**src/rtl/gray_fifo_ptr_ctrl.sv**
```systemverilog
// gray_fifo_ptr_ctrl
// Single-clock FIFO pointer controller. Holds the binary read/write pointers
// (ADDR_W+1 bits, MSB is the wrap bit), drives the RAM addresses, produces
// registered full/empty/count, sticky overflow/underflow flags, and exports
// Gray-coded copies of both pointers that are registered on the same edge as
// the binary pointers, so they never lag and change one bit at a time.
//
// Ports:
//   clk         clock, all state updates on the rising edge
//   rst         asynchronous active-high reset
//   wr_en       write request
//   rd_en       read request
//   clr_err     synchronous clear of the sticky error flags
//   wr_addr     RAM write address (low ADDR_W bits of the write pointer)
//   rd_addr     RAM read address (low ADDR_W bits of the read pointer)
//   wr_accept   combinational: wr_en & ~full
//   rd_accept   combinational: rd_en & ~empty
//   wr_ptr_gray registered Gray code of the write pointer
//   rd_ptr_gray registered Gray code of the read pointer
//   full        registered, FIFO holds 2**ADDR_W entries
//   empty       registered, FIFO holds 0 entries
//   count       registered occupancy 0..2**ADDR_W
//   overflow    sticky, write attempted while full
//   underflow   sticky, read attempted while empty
module gray_fifo_ptr_ctrl #(
  parameter int ADDR_W = 4
) (
  input  logic              clk,
  input  logic              rst,
  input  logic              wr_en,
  input  logic              rd_en,
  input  logic              clr_err,
  output logic [ADDR_W-1:0] wr_addr,
  output logic [ADDR_W-1:0] rd_addr,
  output logic              wr_accept,
  output logic              rd_accept,
  output logic [ADDR_W:0]   wr_ptr_gray,
  output logic [ADDR_W:0]   rd_ptr_gray,
  output logic              full,
  output logic              empty,
  output logic [ADDR_W:0]   count,
  output logic              overflow,
  output logic              underflow
);

  function automatic logic [ADDR_W:0] bin2gray(input logic [ADDR_W:0] b);
    return b ^ (b >> 1);
  endfunction

  logic [ADDR_W:0] wr_bin_q, wr_bin_d;
  logic [ADDR_W:0] rd_bin_q, rd_bin_d;
  logic [ADDR_W:0] wr_gray_q, wr_gray_d;
  logic [ADDR_W:0] rd_gray_q, rd_gray_d;
  logic [ADDR_W:0] count_q, count_d;
  logic            full_q, full_d;
  logic            empty_q, empty_d;
  logic            overflow_q, overflow_d;
  logic            underflow_q, underflow_d;

  always_comb begin
    wr_accept   = wr_en & ~full_q;
    rd_accept   = rd_en & ~empty_q;

    wr_bin_d    = wr_bin_q + {{ADDR_W{1'b0}}, wr_accept};
    rd_bin_d    = rd_bin_q + {{ADDR_W{1'b0}}, rd_accept};

    // Gray is derived from the next binary value so both register together.
    wr_gray_d   = bin2gray(wr_bin_d);
    rd_gray_d   = bin2gray(rd_bin_d);

    empty_d     = (wr_gray_d == rd_gray_d);
    // Full in Gray space: the top two bits differ, the rest match.
    full_d      = (wr_gray_d == {~rd_gray_d[ADDR_W:ADDR_W-1], rd_gray_d[ADDR_W-2:0]});
    count_d     = wr_bin_d - rd_bin_d;

    // A new error in the same cycle as clr_err must survive the clear.
    overflow_d  = overflow_q;
    underflow_d = underflow_q;
    if (clr_err) begin
      overflow_d  = 1'b0;
      underflow_d = 1'b0;
    end
    if (wr_en && full_q) begin
      overflow_d = 1'b1;
    end
    if (rd_en && empty_q) begin
      underflow_d = 1'b1;
    end
  end

  always_ff @(posedge clk or posedge rst) begin
    if (rst) begin
      wr_bin_q    <= '0;
      rd_bin_q    <= '0;
      wr_gray_q   <= '0;
      rd_gray_q   <= '0;
      count_q     <= '0;
      full_q      <= 1'b0;
      empty_q     <= 1'b1;
      overflow_q  <= 1'b0;
      underflow_q <= 1'b0;
    end else begin
      wr_bin_q    <= wr_bin_d;
      rd_bin_q    <= rd_bin_d;
      wr_gray_q   <= wr_gray_d;
      rd_gray_q   <= rd_gray_d;
      count_q     <= count_d;
      full_q      <= full_d;
      empty_q     <= empty_d;
      overflow_q  <= overflow_d;
      underflow_q <= underflow_d;
    end
  end

  assign wr_addr     = wr_bin_q[ADDR_W-1:0];
  assign rd_addr     = rd_bin_q[ADDR_W-1:0];
  assign wr_ptr_gray = wr_gray_q;
  assign rd_ptr_gray = rd_gray_q;
  assign full        = full_q;
  assign empty       = empty_q;
  assign count       = count_q;
  assign overflow    = overflow_q;
  assign underflow   = underflow_q;

endmodule

```
**config.mk**
```make
export PLATFORM = sky130hd
export DESIGN_NAME = gray_fifo_ptr_ctrl
export DESIGN_NICKNAME = d
export VERILOG_FILES = /design/src/rtl/gray_fifo_ptr_ctrl.sv
export SDC_FILE = /design/constraint.sdc
export NUM_CORES = 1
export LEC_CHECK = 0
export BUFFER_PORTS_ARGS = -buffer_cell sky130_fd_sc_hd__buf_4
export CAP_MARGIN = 10
export CORE_UTILIZATION = 40
export CTS_CLUSTER_SIZE = 40
export DETAILED_ROUTE_END_ITERATION = 10
export GPL_TIMING_DRIVEN = 0
export SKIP_LAST_GASP = 1
export SYNTH_ARGS = -nofsm -noshare
export SYNTH_HDL_FRONTEND = slang
export SYNTH_SLANG_ARGS = --single-unit
```
**constraint.sdc**
```tcl
create_clock -name clk -period 2.8 [get_ports clk]
set_clock_uncertainty 0.15 [all_clocks]
set_input_delay 0.14 -clock clk [delete_from_list [all_inputs] [get_ports clk]]
set_output_delay 0.14 -clock clk [all_outputs]
set_load 0.005 [all_outputs]
```
==> qor.csv <==
stage,metric,value,unit
outcome,status,finished clean,
logic_synthesis,synthMuxAreaShare,0,%
timing,finalHoldViolCount,0,
placed_design,place_hpwl,1510,microns
global_route,grt_pass1_wl,3370,microns
hold_path,whs_path_depth,3,
drt,drc,0,
logic_synthesis,synth_top_family_by_area,XOR/XNOR gates,
worst_setup_path,reg2reg_depth,8,
logic_synthesis,synth_cell_types,18,
worst_setup_path,path_cells,"dlygate4sd3_1, buf_4, nor2b_1, ha_1, ha_2, inv_1, fa_1, inv_1, a21oi_1, maj3_2, xnor2_1",
drt,viasPerCell,4.54,
finish,drive_above_1_share,35.1,%
clock_tree,clkLatencyLatePin,0.31,ns
worst_setup_path,path_common_cell,inv_1,
clock_tree,clkSinkCount,27,
worst_setup_path,crit_type,in -> reg,
logic_synthesis,postSynthAreaPerCell,13.2,sq um
clock_tree,clockBufferDepth,2,
timing,finalCritPeriodShare,94.5,%
clock_tree,cts_tree,built,
job,cap_viol_max_count,0,
clock_tree,h-tree-depth,1,
pwr,power.density,1510,mW/mm^2
drt,wl_per_cell,12.0,microns
worst_setup_path,cp.buffers_inverters,4,
logic_synthesis,synthCells,90,
drt,final_antenna_net_count,0,
timing,fmax,378,MHz
worst_setup_path,slowest_delay,0.53,ns
logic_synthesis,syn-cell-area,0.00119,sq mm
global_route,grt_start_max_net_pins,28,
logic_synthesis,yosys_register_bits,27,
logic_synthesis,synthSimpleGateAreaFrac,5.48,%
timing,worst_pin_slew,0.978,ns
worst_setup_path,worst_setup_path_end_kind,register,
placed_design,port_buffers,33,
drt,routed_wl,1950,microns
worst_setup_path,critPathArrivalTime,2.70,ns
timing,max_slew_margin,34.8,%
drt,vias,736,
die,io_pins,34,
logic_synthesis,yosys_warnings,0,
hold_path,hp-class,in -> reg,
worst_setup_path,critical_path_required,2.86,ns
global_route,grt_overflow,0,
die,row_count,19,
logic_synthesis,synth.area.top_cells,"dfrtp_1 (55%), xnor2_1 (10%), ha_1 (7.4%)",
finish,diodes,0,
timing,tns,0,ns
clock_tree,cts_root_buf,clkbuf_4,
drt,dr.pass1.iters,4,
timing,rsz0062_at_grt,no,
timing,finalSetupViolations,0,
placed_design,routabilityCongestion,0.658,
logic_synthesis,syn_nets,103,
die,die_w,56.5,microns
worst_setup_path,slowest_stage,dlygate4sd3_1,
worst_setup_path,cp-start-kind,input port,
global_route,grt_pass1_vias,735,
finish,layout_common_cells,"buf_4 (33), dfrtp_1 (26), inv_1 (15)",
die,start_util,42.7,%
timing,fin_crit,2.64,ns
die,core,0.00278,sq mm
logic_synthesis,ys_seq_area_share,57.0,%
drt,drtIter0Drc,4,
clock_tree,cts_inserted_buffers,3,
logic_synthesis,synth_compound_area_share,2.32,%
pwr,irDropWorstVdd,0.00102,V
timing,slew_viol_final,0,
logic_synthesis,yosysTopAreaCell,dfrtp_1,
finish,final_common_cell,buf_4,
finish,final_nets,145,
logic_synthesis,synth_xor_area_share,20.4,%
clock_tree,path_clk_slew,0.13,ns
global_route,track_usage,14.2,%
worst_setup_path,cp_max_fo,6,
global_route,antenna_found_initial,0,
die,die_area,0.00319,sq mm
worst_setup_path,cp.depth,11,
logic_synthesis,synth-adder-area-share,10.0,%
logic_synthesis,synth_top_area_share,54.8,%
timing,worst_hold_slack,0.222,ns
pwr,p_leak,0.756,nW
worst_setup_path,cpLargestDelayFamily,adder cells,
finish,area_growth,30.6,%
die,fp.dieH,56.5,microns
[Yosys cell counts]
master,instances
dfrtp_1,26
inv_1,15
xnor2_1,14
ha_1,7
xor2_1,5
nand3_1,3
xor2_2,3
a21oi_1,2
nand2_1,2
nand3_2,2
nor2b_1,2
nor3_1,2
o21ai_0,2
a21o_1,1
dfstp_2,1
fa_1,1
maj3_2,1
xnor2_4,1
[per-layer routing]
layer,global-route usage (%),part of all wire [%]
met5,0,0
met4,6.27,0.82
met3,2.53,6.4
met1,19.1,43
met2,22.4,50
[kinds of logic (layout without fill, tap and decap cells)]
| logic type | Yosys count | in the layout |
|---|---|---|
| flops | 27 | 27 |
| xor+xnor | 23 | 23 |
| buf+inv | 15 | 56 |
| simple gates | 11 | 11 |
| fa+ha+maj | 9 | 9 |
| compound gates | 5 | 5 |
[final timing paths]
path,start,endpoint,slack [ns]
min in group asynchronous,rst,rd_ptr_gray[0],0.45
worst max-delay path,wr_en,count[4],0.16
worst min register to register,overflow,overflow,0.39
worst max register to register,empty,count[4],0.27
worst min-delay path,rd_en,rd_bin_q[0],0.22
max in group asynchronous,rst,rd_ptr_gray[3],1.47
[worst min-delay path: stages]
cell,delay [ns]
buf_4,0.08
nor2b_1,0.17
ha_1,0.24
[sequential cells by signal, summed over array words and instances (netlist names), 4 cells and up]
name         count
count            5
rd_bin_q         5
rd_ptr_gray      4
wr_bin_q         5
wr_ptr_gray      4
[stage by stage]
step	worst slack [ns]	area [sq um]	std cells	power [mW]	utilization, %
CTS	0.0795	1540	162	2.39	55.4
floorplan	0.369	1190	90	1.69	-
global route	0.0170	1550	162	2.59	55.7
detailed placement	0.165	1470	154	2.20	53.0
global placement	0.157	1470	154	2.16	53.0
finish	0.155	1550	162	2.35	55.7
[what timing repair did]
item / 4_1_cts / 5_1_grt
hold buffers: 4 / 0
setup buffers: 0 / 0
endpoints found under the hold margin: 28 / 0
gates resized for setup: 0 / 2
endpoints found under the setup margin: 0 / 1
[power breakdown]
group | leakage, nW | internal [mW] | switching [mW]
registers | 0.322 | 0.625 | 0.128
clock network | 0.0150 | 0.0556 | 0.106
logic | 0.420 | 0.772 | 0.659
[final cells by class]
class | instances | area, sq um
well taps | 31 | 38.8
fillers | 246 | 1230
flip-flops and latches | 27 | 677
inverters | 15 | 56.3
multi-input cells | 48 | 464
clock buffers | 4 | 26.3
repair buffers | 37 | 288
Power figures use the tool's default switching activity.
